`src/rtl/glb_stream_pkg.sv`:
```
// Shared definitions for the GLB token stream arbiter: token width, the
// end-of-stream marker, the FSM state type and small helper functions.
package glb_stream_pkg;

   localparam int GLB_DATA_W = 17;

   // Token that closes a stream; only an exact 17-bit match counts.
   localparam logic [GLB_DATA_W-1:0] DONE_TOKEN = 17'h10100;

   typedef enum logic [1:0] {
      IDLE = 2'd0,
      ARB  = 2'd1,
      PASS = 2'd2,
      FIN  = 2'd3
   } arb_state_e;

   // Full-width equality; tokens that share only some bits with DONE pass through.
   function automatic logic is_done_token(input logic [GLB_DATA_W-1:0] tok);
      return tok == DONE_TOKEN;
   endfunction

   // Index width for a requester count, never narrower than one bit.
   function automatic int idx_width(input int n);
      return (n > 1) ? $clog2(n) : 1;
   endfunction

endpackage

```
`src/rtl/glb_rr_pick.sv`:
```
// Combinational round-robin picker: returns the first requesting index at or
// after the pointer, wrapping around the requester count.
module glb_rr_pick #(
   parameter int N     = 4,
   parameter int IDX_W = 2
) (
   input  logic [N-1:0]     req_i,
   input  logic [IDX_W-1:0] rr_ptr_i,
   output logic [IDX_W-1:0] winner_o,
   output logic             any_o
);

   // rot_idx[k] is the requester examined at priority position k.
   logic [IDX_W-1:0] rot_idx [N];

   genvar gi;
   for (gi = 0; gi < N; gi++) begin : g_rot
      assign rot_idx[gi] = (int'(rr_ptr_i) + gi >= N) ? IDX_W'(int'(rr_ptr_i) + gi - N)
                                                       : IDX_W'(int'(rr_ptr_i) + gi);
   end

   // Scan from lowest priority to highest so the last hit (closest to the pointer) wins.
   always_comb begin
      winner_o = '0;
      any_o    = 1'b0;
      for (int k = N - 1; k >= 0; k--) begin
         if (req_i[rot_idx[k]]) begin
            winner_o = rot_idx[k];
            any_o    = 1'b1;
         end
      end
   end

endmodule

```
`src/rtl/glb_stream_arbiter.sv`:
```
// Shares one GLB token output among NUM_REQ stream sources. A source owns the
// output from its first token through its DONE token; ownership rotates
// round-robin. Each source retires after STREAMS_PER_REQ DONE tokens and the
// block raises a sticky done once all have retired and the output has drained.
module glb_stream_arbiter
   import glb_stream_pkg::*;
#(
   parameter int  NUM_REQ         = 4,
   parameter int  DATA_W          = GLB_DATA_W,
   parameter int  STREAMS_PER_REQ = 1,
   localparam int IDX_W           = idx_width(NUM_REQ)
) (
   input  logic                      clk,
   input  logic                      rst_n,
   input  logic                      flush,
   input  logic [NUM_REQ*DATA_W-1:0] in_data,
   input  logic [NUM_REQ-1:0]        in_valid,
   output logic [NUM_REQ-1:0]        in_ready,
   output logic [DATA_W-1:0]         out_data,
   output logic                      out_valid,
   input  logic                      out_ready,
   output logic [IDX_W-1:0]          grant_id,
   output logic                      busy,
   output logic                      done
);

   localparam logic [7:0] SPR = 8'(STREAMS_PER_REQ);

   arb_state_e        state_q;
   logic              flush_q;
   logic              out_valid_q;
   logic [DATA_W-1:0] out_data_q;
   logic [IDX_W-1:0]  grant_q;
   logic [IDX_W-1:0]  rr_ptr_q;
   logic              busy_q;
   logic              done_q;
   logic [7:0]        cnt_q [NUM_REQ];
   logic [7:0]        cnt_d [NUM_REQ];
   logic [NUM_REQ-1:0] retired_q;
   logic [NUM_REQ-1:0] retired_d;

   logic [DATA_W-1:0] tok_arr [NUM_REQ];
   logic [DATA_W-1:0] sel_tok;
   logic [NUM_REQ-1:0] cand;
   logic [IDX_W-1:0]  pick_idx;
   logic              pick_any;
   logic              all_retired;
   logic              out_free;
   logic              pass_ready;
   logic              accept;
   logic              acc_done;
   logic [IDX_W-1:0]  next_ptr;

   genvar gi;

   // Unpack the per-requester token lanes.
   for (gi = 0; gi < NUM_REQ; gi++) begin : g_lane
      assign tok_arr[gi] = in_data[gi*DATA_W +: DATA_W];
   end

   assign sel_tok     = tok_arr[grant_q];
   assign cand        = in_valid & ~retired_q;
   assign all_retired = &retired_q;

   glb_rr_pick #(
      .N     (NUM_REQ),
      .IDX_W (IDX_W)
   ) u_pick (
      .req_i    (cand),
      .rr_ptr_i (rr_ptr_q),
      .winner_o (pick_idx),
      .any_o    (pick_any)
   );

   // The output register can take a token when empty or draining this cycle.
   assign out_free   = !out_valid_q || out_ready;
   assign pass_ready = (state_q == PASS) && !flush && out_free;
   assign accept     = pass_ready && in_valid[grant_q];
   assign acc_done   = accept && is_done_token(sel_tok);
   assign next_ptr   = (int'(grant_q) == NUM_REQ - 1) ? '0 : grant_q + IDX_W'(1);

   // Only the granted lane sees ready; flush masks it combinationally.
   for (gi = 0; gi < NUM_REQ; gi++) begin : g_ready
      assign in_ready[gi] = pass_ready && (grant_q == IDX_W'(gi));
   end

   // Per-requester stream counters (saturating) and retirement flags.
   for (gi = 0; gi < NUM_REQ; gi++) begin : g_cnt
      logic hit;
      assign hit = acc_done && (grant_q == IDX_W'(gi));
      assign cnt_d[gi]     = flush ? 8'd0 :
                             (hit && cnt_q[gi] < SPR) ? cnt_q[gi] + 8'd1 : cnt_q[gi];
      assign retired_d[gi] = flush ? 1'b0 :
                             (retired_q[gi] | (hit && cnt_q[gi] >= SPR - 8'd1));
   end

   // Register stream counters and the retired mask.
   always_ff @(posedge clk or negedge rst_n) begin
      if (!rst_n) begin
         for (int i = 0; i < NUM_REQ; i++) begin
            cnt_q[i] <= 8'd0;
         end
         retired_q <= '0;
      end else begin
         for (int i = 0; i < NUM_REQ; i++) begin
            cnt_q[i] <= cnt_d[i];
         end
         retired_q <= retired_d;
      end
   end

   // Control FSM plus the output token register and status flags.
   always_ff @(posedge clk or negedge rst_n) begin
      if (!rst_n) begin
         state_q     <= IDLE;
         flush_q     <= 1'b0;
         out_valid_q <= 1'b0;
         out_data_q  <= '0;
         grant_q     <= '0;
         rr_ptr_q    <= '0;
         busy_q      <= 1'b0;
         done_q      <= 1'b0;
      end else begin
         flush_q <= flush;
         if (flush) begin
            // A held token is dropped; grant_id keeps its last value.
            state_q     <= IDLE;
            out_valid_q <= 1'b0;
            rr_ptr_q    <= '0;
            busy_q      <= 1'b0;
            done_q      <= 1'b0;
         end else begin
            if (accept) begin
               out_data_q  <= sel_tok;
               out_valid_q <= 1'b1;
            end else if (out_ready) begin
               out_valid_q <= 1'b0;
            end

            case (state_q)
               IDLE: begin
                  // Arm on the falling edge of flush.
                  if (flush_q) begin
                     state_q <= ARB;
                  end
               end
               ARB: begin
                  if (all_retired) begin
                     state_q <= FIN;
                  end else if (pick_any) begin
                     grant_q <= pick_idx;
                     busy_q  <= 1'b1;
                     state_q <= PASS;
                  end
               end
               PASS: begin
                  if (acc_done) begin
                     rr_ptr_q <= next_ptr;
                     busy_q   <= 1'b0;
                     state_q  <= ARB;
                  end
               end
               FIN: begin
                  if (!out_valid_q) begin
                     done_q <= 1'b1;
                  end
               end
               default: begin
                  state_q <= IDLE;
               end
            endcase
         end
      end
   end

   assign out_data  = out_data_q;
   assign out_valid = out_valid_q;
   assign grant_id  = grant_q;
   assign busy      = busy_q;
   assign done      = done_q;

endmodule

```
`config.mk`:
```
export PLATFORM = sky130hd
export DESIGN_NAME = glb_stream_arbiter
export DESIGN_NICKNAME = d
export VERILOG_FILES = /design/src/rtl/glb_stream_pkg.sv /design/src/rtl/glb_rr_pick.sv /design/src/rtl/glb_stream_arbiter.sv
export SDC_FILE = /design/constraint.sdc
export NUM_CORES = 1
export LEC_CHECK = 0
export CAP_MARGIN = 40
export CELL_PAD_IN_SITES_DETAIL_PLACEMENT = 0
export CELL_PAD_IN_SITES_GLOBAL_PLACEMENT = 1
export CORE_UTILIZATION = 32
export CTS_CLUSTER_DIAMETER = 30
export DETAILED_ROUTE_END_ITERATION = 6
export PLACE_DENSITY_LB_ADDON = 0.25
export SLEW_MARGIN = 20
export SYNTH_ARGS = -nofsm -noshare
export SYNTH_HDL_FRONTEND = slang
export SYNTH_SLANG_ARGS = --single-unit
```
`constraint.sdc`:
```
create_clock -name clk -period 7.7 [get_ports clk]
set_input_delay 1.925 -clock clk [delete_from_list [all_inputs] [get_ports clk]]
set_output_delay 1.925 -clock clk [all_outputs]
set_load 0.005 [all_outputs]
```
# After elaboration in Yosys (flattened, before gate mapping)
# Index checks and enable logic that the tools add are counted.
[word_totals] register_bits=63 inputBits=76 out_inout_bits=26 wordCells=166
[op_classes] add_sub_neg=12 order_cmp=18 n_eq_ne=14 n_mux=58 bitwise_logic=9 reduce_logical=42
[op_table] operator="$mux 8" n=8
[op_table] operator="$bmux 17 s2" n=1
[op_table] operator="$mux 17" n=2
[op_table] operator="$mux 2" n=17
[op_table] operator="$add 8x1->8 const B" n=4
[op_table] operator="$ge 8x1->1 const B" n=4
[op_table] operator="$lt 8x1->1 const B" n=4
[op_table] operator="$mux 1" n=23
[op_table] operator="$logic_and 1x1->1" n=20
[op_table] operator="$eq 17x17->1 const B" n=1
[op_table] operator="$reduce_and 4->1" n=4
[op_table] operator="$lt 2x3->1 const B" n=5
[op_table] operator="$reduce_bool 2->1" n=7
[op_table] operator="$ge 3x3->1 const B" n=4
[op_table] operator="$ne 3x3->1 const B" n=4
[op_table] operator="$bmux 1 s2" n=5
[op_table] operator="$eq 2x2->1 const B" n=4
[op_table] operator="$sub 2x1->2 const B" n=4
[op_table] operator="$add 2x2->3 const B" n=2
[op_table] operator="$eq 2x1->1 const B" n=3
[op_table] operator="$pmux 2 s3" n=1
[op_table] operator="$reduce_and 2->1" n=3
[op_table] operator="$reduce_bool 3->1" n=2
[op_table] operator="$and 4x4->4" n=1
[op_table] operator="14 further kinds" n=20

# Longest topological paths before layout
# Gate-level depths: netlist of run 1.
[logic_depth] depth_word=13 mapped_depth=9 ltp_nobuf=8

# Cells and area by module
# Synthesis of run 1 repeated with hierarchy kept, for this count alone.
[hier_totals] cells_unflattened=162 hier_area_um2=2047.0
[modules_own_cells] module="glb_stream_arbiter" instances=1 cells_per_inst=149 area_per_inst_um2=1969.4 seq_area_each_um2=775.7
[modules_own_cells] module="glb_rr_pick" instances=1 cells_per_inst=13 area_per_inst_um2=77.6 seq_area_each_um2=0.0

# Worst setup path before layout of run 1
# No wires, ideal clock.
[synth_path] path_kind="input-to-output" startpoint="in flush" endpoint="out in_ready[0]" t_arrival_ns=2.286 required_ns=5.775 path_slack_ns=3.489 stages=2 path_buffers=0 path_cell_list="nor2b_1 > and3_1"
[synth_between] elab_chain_len=4
[synth_lines] element="start, declared" line="glb_stream_arbiter.sv:15" text="input logic flush,"
[synth_lines] element="$logic_not 1->1" line="glb_stream_arbiter.sv:77" text="assign pass_ready = (state_q == PASS) && !flush && out_free;"
[synth_lines] element="$logic_and 1x1->1 (2 in series)" line="glb_stream_arbiter.sv:77"
[synth_lines] element="$logic_and 1x1->1" line="glb_stream_arbiter.sv:84" text="assign in_ready[gi] = pass_ready && (grant_q == IDX_W'(gi));"
[synth_lines] element="end, declared" line="glb_stream_arbiter.sv:18" text="output logic [NUM_REQ-1:0] in_ready,"
# No other way between the ends.

# Final worst setup path of run 1
[layout_path] startpoint="in flush" endpoint="out in_ready[2]"
# Same word-level chain as after synthesis.

==> summary by stage, run 1 <==
Status
The run finished with clean final reports.

Clocking
The number of gates resized after CTS was 0. The number of clock sinks is 31. The number of CTS-inserted buffers is 5. The clock tree from TritonCTS is done. The buffer depth of the longest clock path is 2. The tree is rooted in a clkbuf_8. Post-CTS timing repair inserted 0 buffers for setup. The clock tree synthesis step divided the H-tree into 2 levels. The clock transition at the registers of the reported paths is 60 ps.

The post-cts hold buffer count is 0. The latest clock arrival within the worst-skew pair is 280 ps.

Logic synthesis
The sequential area share after synthesis is 0.389. For this run, the leading register cell type out of synthesis is dfrtp_1. The number of enable flip-flop cells after synthesis is 0. The most common cell in the synthesized netlist is dfrtp_1.

Counting distinct cell types in the post-synthesis netlist gives 33. The cell area that synthesis handed to floorplanning was 0.00199 mm^2. When the netlist entered floorplanning its net count stood at 243. The share of synthesized area in the top cell type comes to 0.389. The commonest cells after synthesis are dfrtp_1 (31), mux2_2 (17), nor2_1 (13). Counting flops with an async set or reset pin after synthesis yields a share of 1.00. In this run the mean area of a mapped cell was 12.5 um^2. The number of warnings reported in the yosys synthesis log is 0.

Yosys attributes the largest share of cell area to dfrtp_1 (39%), mux4_2 (12%), mux2_2 (9.6%). In the synthesized netlist, the number of instances is 159. dfrtp_1 takes more of the synthesized area than any other cell. Counting flops and latches in the post-synthesis netlist gives 31.

Timing
The final cycle utilization of the critical path is 0.727. Measured against its own limit, the worst slew margin works out to 0.600. Setup repair after global routing left no endpoint under its margin. For the final database, setup skew stands at 4.39 ps.

Setup violations remaining at the end of the flow were counted as 0. At the pin with the least slew margin, the transition time is 594 ps. The summed negative setup slack over all endpoints is 0 ps. Based on the critical path, the design can be clocked at up to 179 MHz. The max-slew violation total from the final report is 0. The final hold violation count is 0. Counting I/O delays and the setup requirement, the final critical path takes 5600 ps.

Floorplanning
In this run the count of I/O pins placed on the die edge is 102. The floorplan has 28 rows. The initial utilization of the core area, before any placement, comes to 0.335. After floorplanning, the core was sized to cover 0.00596 mm^2. In this run the horizontal extent of the chip is 80.9 um. The die footprint is 0.00655 mm^2. Measured along the y axis, the die boundary spans 80.9 um.

Detailed routing
The residual DRC count is 0. After detailed routing, the number of vias per cell comes to 5.08. The final layout contains routed wiring with a total length of 5360 um.

The first detailed-routing pass took 5 iterations. The post-route antenna net violation count is 0. The final route contains 1726 vias. Dividing the detail-routed wire length by the instance count gives 15.8 um. The number of violations reported at the end of detailed-routing iteration 0 is 47.

Cells and area
The area of all placed cells without fillers is 0.00320 mm^2. The utilization after layout is 0.538. For this run, the post-layout net count is 348. The number of diodes added for antenna fixing is 0. The fraction of layout instances using a drive strength above 1 is 0.158. The area growth from synthesis to layout is 60.8%.

Power
The worst-case IR drop observed on VDD is 113 uV. For this design the static power due to leakage is 0.00129 uW. The power per cell area is 258 mW/mm^2. The total design power is 828 uW.

Setup path
Data on the critical path is required at its endpoint by 5780 ps. Across all register-to-register paths, the minimum setup slack is 4610 ps. Data arrives at the worst endpoint at 3670 ps.

The startpoint kind of the worst setup timing path is a primary input. The endpoint class of the critical path is an output port. The classification of the worst setup path is in -> out. The worst register-to-register path begins at grant_id[0]. Along the worst path, the maximum fanout reaches 16. The capture point of the worst reg-to-reg path is rr_ptr_q[1]. The number of cells on the worst reg-to-reg path is 7.

GRT
The largest net degree at the start of global routing is 32. The via count of the first global-routing pass is 1855. Global routing finished with a remaining overflow of 0. In the global route stage, overall resource usage came out at 0.186.

The first global-routing pass estimated 9030 um of wire. The initial antenna violation count is 0.

Flow run
Across the run, the number of max-cap violations was 0.

Min path
The path with the worst hold slack has its endpoint at out_data[3]. The tightest min-delay check is of the reg -> reg type. The startpoint of the lowest-slack hold path is out_data[3]. The worst hold path depth is 1.

Placement
Port buffering added 101 buffers. The routability congestion estimate is 0.803. The cell area after placement is 0.00309 mm^2. The detailed-placement wirelength estimate is 4270 um.
-- sequential cells by signal (all words and copies together) (netlist names) --
| signal | cells |
|---|---|
| busy | 1 |
| done | 1 |
| flush_q | 1 |
| grant_id | 2 |
| out_data | 17 |
| out_valid | 1 |
| retired_q | 4 |
| rr_ptr_q | 2 |
| state_q | 2 |
-- through the flow --
stage | instances | setup WS (ps) | hold slack, ps
floorplan | 159 | 3490 | 484
global placement | 330 | 2160 | 485
detailed placement | 331 | 2130 | 494
CTS | 339 | 2120 | 508
global route | 340 | 1990 | 529
finish | 340 | 2100 | 505
-- per-layer routing --
metal | GRT usage | wire, um
met5 | 0 | 0
met4 | 0.0929 | 108
met3 | 0.0348 | 266
met2 | 0.320 | 2790
met1 | 0.221 | 2190
-- cell families (layout without fill, tap and decap cells) --
family          count (synthesis)  count (layout)  synth area share
compound gates                 23              23            0.0703
fa+ha+maj                       8               8            0.0502
buf+inv                        16             122            0.0345
flops                          31              31             0.389
mux                            38              38             0.328
simple gates                   43              43             0.128
-- layout by cell type (no fill, tap or decap), types with 3 or more instances in the layout --
| master | synthesis | layout |
|---|---|---|
| clkdlybuf4s50_1 | 0 | 101 |
| and3_1 | 4 | 4 |
| nor2_1 | 13 | 13 |
| nor3b_1 | 3 | 3 |
| inv_1 | 9 | 9 |
| clkbuf_8 | 0 | 7 |
| a21oi_1 | 9 | 9 |
| mux2i_1 | 3 | 3 |
| mux4_2 | 11 | 11 |
| mux4_1 | 7 | 7 |
| ha_1 | 8 | 8 |
| mux2_2 | 17 | 17 |
| nor4_1 | 4 | 4 |
| dfrtp_1 | 31 | 31 |
| nor2b_1 | 7 | 7 |
| o21ai_0 | 7 | 7 |
-- worst max path at each step --
stage | from | endpoint | slack, ps | depth (start not counted)
after floorplan | flush | in_ready[0] | 3490 | 2
after global placement | flush | in_ready[2] | 2160 | 4
after detailed placement | flush | in_ready[2] | 2130 | 4
after CTS | flush | in_ready[2] | 2120 | 4
after global routing | flush | in_ready[1] | 1990 | 4
final | flush | in_ready[2] | 2100 | 4
-- critical path, cell delays in order --
cell	delay, ps
clkdlybuf4s50_1	670
nor2b_1	370
and3_1	210
clkdlybuf4s50_1	490
-- final cells by class --
class                   instances  area (um^2)
repair buffers                105         1050
multi-input cells             112         1150
flip-flops and latches         31          776
fillers                       543         2750
inverters                       9         33.8
clock buffers                   8          100
well taps                      75         93.8
-- where the power goes --
group / internal [uW] / switching, uW / total, uW
sequential: 219 / 36.3 / 255
combinational: 266 / 167 / 432
clock: 81.5 / 58.4 / 140
total: 566 / 261 / 828
(Power assumes the default switching activity.)
==> inputs of run 2 (changes only) <==
--- a/config.mk
+++ b/config.mk
@@ -8,7 +8,7 @@
 export CAP_MARGIN = 40
 export CELL_PAD_IN_SITES_DETAIL_PLACEMENT = 0
 export CELL_PAD_IN_SITES_GLOBAL_PLACEMENT = 1
-export CORE_UTILIZATION = 32
+export CORE_UTILIZATION = 30
 export CTS_CLUSTER_DIAMETER = 30
 export DETAILED_ROUTE_END_ITERATION = 6
 export PLACE_DENSITY_LB_ADDON = 0.25
==> constraint.sdc (replaced) <==
create_clock -name clk -period 5.75 [get_ports clk]
set_input_delay 1.4375 -clock clk [delete_from_list [all_inputs] [get_ports clk]]
set_output_delay 1.4375 -clock clk [all_outputs]
set_load 0.005 [all_outputs]
==> summary by stage, run 2 (synthesis gave the netlist of run 1 again) <==
Status
The flow ran to the end, and the final reports show no timing, DRC or antenna violations.

Setup path
The critical path data required time is 4310 ps (-1470 ps). The start point of the critical path is flush. The arrival time of data at the critical path endpoint is 3200 ps (-470 ps). STA classifies the critical path startpoint as a primary input.

The largest fanout on the critical path is 16 (unchanged). The endpoint class of the critical path is an output port. The critical path is of the in -> out type. The launch point of the worst reg-to-reg path is grant_id[0].

GRT
The sum of overflow across all layers after global routing is 0 (unchanged). The initial antenna violation count is 0 (unchanged). The total routing usage reported by global routing is 0.173 (-0.0130). The largest net degree at the start of global routing is 32 (unchanged). The wire length of the first global-routing pass is 9410 um (+4.3%).

The via count of the first global-routing pass is 1893 (+2.0%).

Clocking
The buffer count from post-CTS setup fixing is 0 (unchanged). The latest clock arrival within the worst-skew pair is 280 ps (about the same). The number of levels in the clock H-tree is 2 (unchanged).

The number of cells upsized or downsized after cts is 0 (unchanged). The number of clock sinks is 31 (unchanged). Clock tree synthesis selected as its root buffer the cell clkbuf_8. The buffer depth of the longest clock path came to 2 (unchanged). The clock transition at the registers of the reported paths came to 60 ps (about the same). The number of CTS-inserted buffers came to 5 (unchanged). The post-cts hold buffer count is 0 (unchanged). The clock tree from TritonCTS is done.

Placement
The routability congestion estimate is 0.842 (+4.8%). The post-placement cell count was 334 (+0.91%). The quantity of I/O buffers inserted on ports was 101 (unchanged). The detailed-placement wirelength estimate was 4420 um (+3.4%).

Cells and area
In the layout the commonest cells are clkdlybuf4s50_1 (101), dfrtp_1 (31), mux2_2 (17), nor2_1 (13), mux4_2 (11). The number of nets in the finished design came to 348 (unchanged). The filler cell count is 593 (+9.2%). The most frequent standard cell in the layout excluding fill and tap cells is clkdlybuf4s50_1. The area growth from synthesis to layout is 60.1%.

The number of flip-flops under the largest register name was 17 (unchanged). The final standard cell count with taps included and fillers excluded is 341 (+0.29%). The utilization after layout is 0.500 (-0.0384).

The fraction of layout instances using a drive strength above 1 is 0.159 (+0.000600). The number of diodes added for antenna fixing is 0 (unchanged).

Timing
The number of failing setup endpoints in the final timing report was 0 (unchanged). The max-slew violation total from the final report came to 0 (unchanged). The summed negative setup slack over all endpoints came to 0 ps (unchanged). The pin slew with the least headroom to its limit is 624 ps (+29.6 ps). The headroom to the max-slew limit was 0.583 (-0.0170).

The final hold violation count came to 0 (unchanged). Dividing the final minimum period by the clock period gives 0.807. Setup repair after global routing left no endpoint under its margin.

The setup skew after layout is 4.47 ps (+0.0802 ps). The top achievable clock speed is 216 MHz. For the finished layout, the period the worst path requires is 4640 ps. The worst hold-check slack was 502 ps (-3.43 ps).

Floorplanning
The count of standard-cell rows is 29 (+3.6%). The floorplan die width is 83.5 um (+3.2%). The floorplan core area is 0.00639 mm^2 (+7.2%). The die footprint was 0.00697 mm^2 (+6.5%). The total I/O pin count is 102 (unchanged). The die boundary height came to 83.5 um (+3.2%). The initial core utilization is 0.312 (-0.0226).

Detailed routing
The routed via count is 1761 (+2.0%). The detail-routed net length per standard cell is 16.4 um (+3.8%). The number of search-and-repair iterations in the first detailed-routing pass is 4 (-1).

The number of vias per cell came to 5.16 (+1.7%). The post-route antenna net violation count was 0 (unchanged). The number of violations reported at the end of detailed-routing iteration 0 is 101 (+110%). The post-detailed-routing wire length is 5580 um (+4.1%). The residual DRC count is 0 (unchanged).

Min path
In this run the worst hold path is classified as reg -> reg. The startpoint of the lowest-slack hold path is out_data[14].

Power
The static leakage power is 0.00129 uW (-0.48%). The largest voltage drop on the vdd net is 164 uV (+45%). The power per cell area is 343 mW/mm^2 (+33%).

Flow run
The total of max-cap violations came to 0 (unchanged).
## run 2: cell count changes in the layout (fill, tap and decap cells not counted)
cell | previous run | this run
clkbuf_1 | 1 | 0
buf_4 | 2 | 3
clkinv_2 | 0 | 1
clkbuf_8 | 7 | 6
buf_6 | 1 | 0
## run 2: routing by layer
layer	GRT usage	vias to the layer above	part of all wire
li1	-	818	-
met1	0.210	866	0.42
met2	0.289	63	0.50
met3	0.0504	14	0.058
met4	0.0693	0	0.027
met5	0	-	0
## run 2: final cells by class
class | count | area (um^2) | share of cell area
clock inverters | 1 | 5.00 | 0.00157
repair buffers | 105 | 1050 | 0.329
inverters | 9 | 33.8 | 0.0106
well taps | 77 | 96.3 | 0.0302
flip-flops and latches | 31 | 776 | 0.243
clock buffers | 6 | 82.6 | 0.0259
multi-input cells | 112 | 1150 | 0.360
## run 2: worst max-delay path, cell delays in order
cell and delay, ps:
clkdlybuf4s50_1 690, nor2b_1 370, and3_1 210, clkdlybuf4s50_1 500
## run 2: final timing paths
kind                            cells past startpoint  slack [ps]            to
worst min-delay path                                1         500  out_data[14]
worst min register to register                      1         500  out_data[14]
worst max register to register                      6        2820   rr_ptr_q[0]
max in group asynchronous                           2        3900   out_data[2]
worst max-delay path                                4        1110   in_ready[3]
min in group asynchronous                           2        1550  out_data[14]
## run 2: stage by stage
step / setup WS [ps] / instance area (um^2) / power [uW]
floorplan: 2210 / 1990 / 643
global placement: 1180 / 3090 / 924
detailed placement: 1120 / 3100 / 930
CTS: 1120 / 3190 / 1110
global route: 977 / 3190 / 1170
finish: 1110 / 3190 / 1090
## run 2: report_power, final
group	total [uW]	switching, uW	internal, uW	leakage [uW]
clock	172	78.7	93.7	0.0000470
sequential	344	50.6	293	0.000408
combinational	577	222	355	0.000833
total	1090	351	741	0.00129
==> inputs of run 3 (changes only) <==
--- a/config.mk
+++ b/config.mk
@@ -8,7 +8,7 @@
 export CAP_MARGIN = 40
 export CELL_PAD_IN_SITES_DETAIL_PLACEMENT = 0
 export CELL_PAD_IN_SITES_GLOBAL_PLACEMENT = 1
-export CORE_UTILIZATION = 30
+export CORE_UTILIZATION = 27
 export CTS_CLUSTER_DIAMETER = 30
 export DETAILED_ROUTE_END_ITERATION = 6
 export PLACE_DENSITY_LB_ADDON = 0.25
==> constraint.sdc (replaced) <==
create_clock -name clk -period 4.1 [get_ports clk]
set_input_delay 1.025 -clock clk [delete_from_list [all_inputs] [get_ports clk]]
set_output_delay 1.025 -clock clk [all_outputs]
set_load 0.005 [all_outputs]
==> summary by stage, run 3 (synthesis gave the netlist of run 1 again) <==
GRT
The largest net degree at the start of global routing is 32 (unchanged). The via count of the first global-routing pass came to 1858 (-1.8%). The wire length of the first global-routing pass is 9660 um (+2.6%). The initial antenna violation count is 0 (unchanged).

The sum of overflow across all layers after global routing is 0 (unchanged). The total routing usage reported by global routing is 0.168 (-0.00524).

Placement
The cell area after placement is 0.00313 mm^2 (+0.77%). The quantity of I/O buffers inserted on ports is 101 (unchanged). The post-placement cell count is 354 (+6.0%). The detailed-placement wirelength estimate is 4630 um (+4.9%). The routability congestion estimate was 0.832 (-1.1%).

Cells and area
The fraction of layout instances using a drive strength above 1 is 0.165 (+0.00632). The library cell used most frequently in the layout, excluding fill and tap cells, is clkdlybuf4s50_1. The filler cell count came to 658 (+11%). The area of all placed cells without fillers is 0.00324 mm^2 (+1.7%). The number of diodes added for antenna fixing came to 0 (unchanged). Compared with the post-synthesis result, the final layout area differs by 62.8%. The number of flip-flops under the largest register name was 17 (unchanged). The top cell types in the final layout, fill and taps aside, are clkdlybuf4s50_1 (101), dfrtp_1 (31), mux2_2 (17), nor2_1 (13), mux4_2 (11).

The final standard cell count with taps included and fillers excluded is 362 (+6.2%). The number of nets in the finished design is 349 (+0.29%).

Power
The power per cell area is 492 mW/mm^2 (+44%). The total design power came to 1600 uW (+46%). The largest voltage drop on the vdd net came to 210 uV (+28%). The static leakage power was 0.00131 uW (+1.3%).

Floorplanning
The total I/O pin count came to 102 (unchanged). The count of standard-cell rows is 30 (+3.4%). The die footprint is 0.00773 mm^2 (+11%). The floorplan core area is 0.00694 mm^2 (+8.7%). The die boundary height is 87.9 um (+5.3%).

The floorplan die width was 87.9 um (+5.3%). The initial core utilization is 0.287 (-0.0251).

Clocking
The clock tree from TritonCTS is done. The number of clock sinks is 31 (unchanged). The number of cells upsized or downsized after cts is 0 (unchanged). The post-cts hold buffer count came to 0 (unchanged). The latest clock arrival within the worst-skew pair is 280 ps (about the same). The number of levels in the clock H-tree is 2 (unchanged). The buffer depth of the longest clock path came to 2 (unchanged).

The clock transition at the registers of the reported paths was 70 ps (about the same). The cell chosen for the clock root is clkbuf_8. The number of CTS-inserted buffers came to 5 (unchanged). The buffer count from post-CTS setup fixing came to 0 (unchanged).

Timing
The headroom to the max-slew limit was 0.575 (-0.00763). The summed negative setup slack over all endpoints is 0 ps (unchanged). The worst hold-check slack came to 503 ps (+1.18 ps). The final hold violation count was 0 (unchanged).

The setup skew after layout is 6.80 ps (+2.32 ps). The number of failing setup endpoints in the final timing report is 0 (unchanged). The max-slew violation total from the final report came to 0 (unchanged). The pin slew with the least headroom to its limit came to 631 ps (+6.97 ps). The final cycle utilization of the critical path is 0.845. Setup repair after global routing left no endpoint under its margin. The shortest period the worst path allows is 3460 ps. The top achievable clock speed is 289 MHz.

Setup path
In this design, the largest share of critical-path delay is due to buffers and inverters. The most used cell along the critical path is clkdlybuf4s50_1. The critical path data required time is 3070 ps (-1240 ps). For this design, the slowest cell found on the critical path is clkdlybuf4s50_1. The largest fanout on the critical path is 5 (-11).

The arrival time of data at the critical path endpoint is 2440 ps (-760 ps). The reg-to-reg setup timing slack is 1250 ps (-1570 ps). The critical path goes through clkdlybuf4s50_1, nor2b_1, and3_1, clkdlybuf4s50_1. The endpoint class of the critical path is an output port. The classification of the worst setup path is in -> out. The longest individual stage delay on the worst path came to 500 ps (-190 ps). The worst setup path is launched from a primary input.

The worst path buffer plus inverter count is 2 (unchanged).

Detailed routing
The routed via count came to 1745 (-0.91%). The residual DRC count is 0 (unchanged). The number of vias per cell came to 4.82 (-6.7%). The number of violations reported at the end of detailed-routing iteration 0 was 89 (-12%).

The post-route antenna net violation count came to 0 (unchanged). The detail-routed net length per standard cell was 16.0 um (-2.2%). The post-detailed-routing wire length is 5800 um (+3.9%). The number of search-and-repair iterations in the first detailed-routing pass is 4 (unchanged).

Min path
The tightest min-delay check is of the reg -> reg type.

Flow run
The total of max-cap violations is 0 (unchanged).

Status
The flow ran to the end, and the final reports show no timing, DRC or antenna violations.
-- run 3: final cells by class --
cell class | count | area, um^2 | area share
clock buffer | 6 | 82.6 | 0.0255
multi-input combinational | 112 | 1150 | 0.354
inverter | 9 | 33.8 | 0.0104
clock inverter | 2 | 35.0 | 0.0108
timing repair buffer | 106 | 1050 | 0.323
sequential | 31 | 776 | 0.239
tap | 96 | 120 | 0.0370
-- run 3: where the power goes --
group	switching (uW)	internal, uW
sequential	60.3	411
combinational	320	492
clock	117	197
-- run 3: layer usage --
metal / track usage / part of all wire
met4: 0.0626 / 0.016
met1: 0.199 / 0.42
met3: 0.0377 / 0.033
met2: 0.295 / 0.54
met5: 0 / 0
-- run 3: final timing paths --
path	start	cells after the start	to
max in group asynchronous	rst_n	2	out_data[9]
worst min-delay path	done	2	done
worst max register to register	grant_id[0]	6	rr_ptr_q[1]
worst max-delay path	flush	4	in_ready[3]
min in group asynchronous	rst_n	2	out_data[12]
worst min register to register	done	2	done
-- run 3: tightest hold or removal path: stages (launching register included) --
cell,delay [ps]
dfrtp_1,340
a21oi_1,40
nor2_1,80
-- run 3: stage by stage --
| step | setup slack (ps) | util |
|---|---|---|
| floorplan | 969 | - |
| global placement | 516 | 0.450 |
| detailed placement | 468 | 0.450 |
| CTS | 647 | 0.467 |
| global route | 563 | 0.467 |
| finish | 635 | 0.467 |
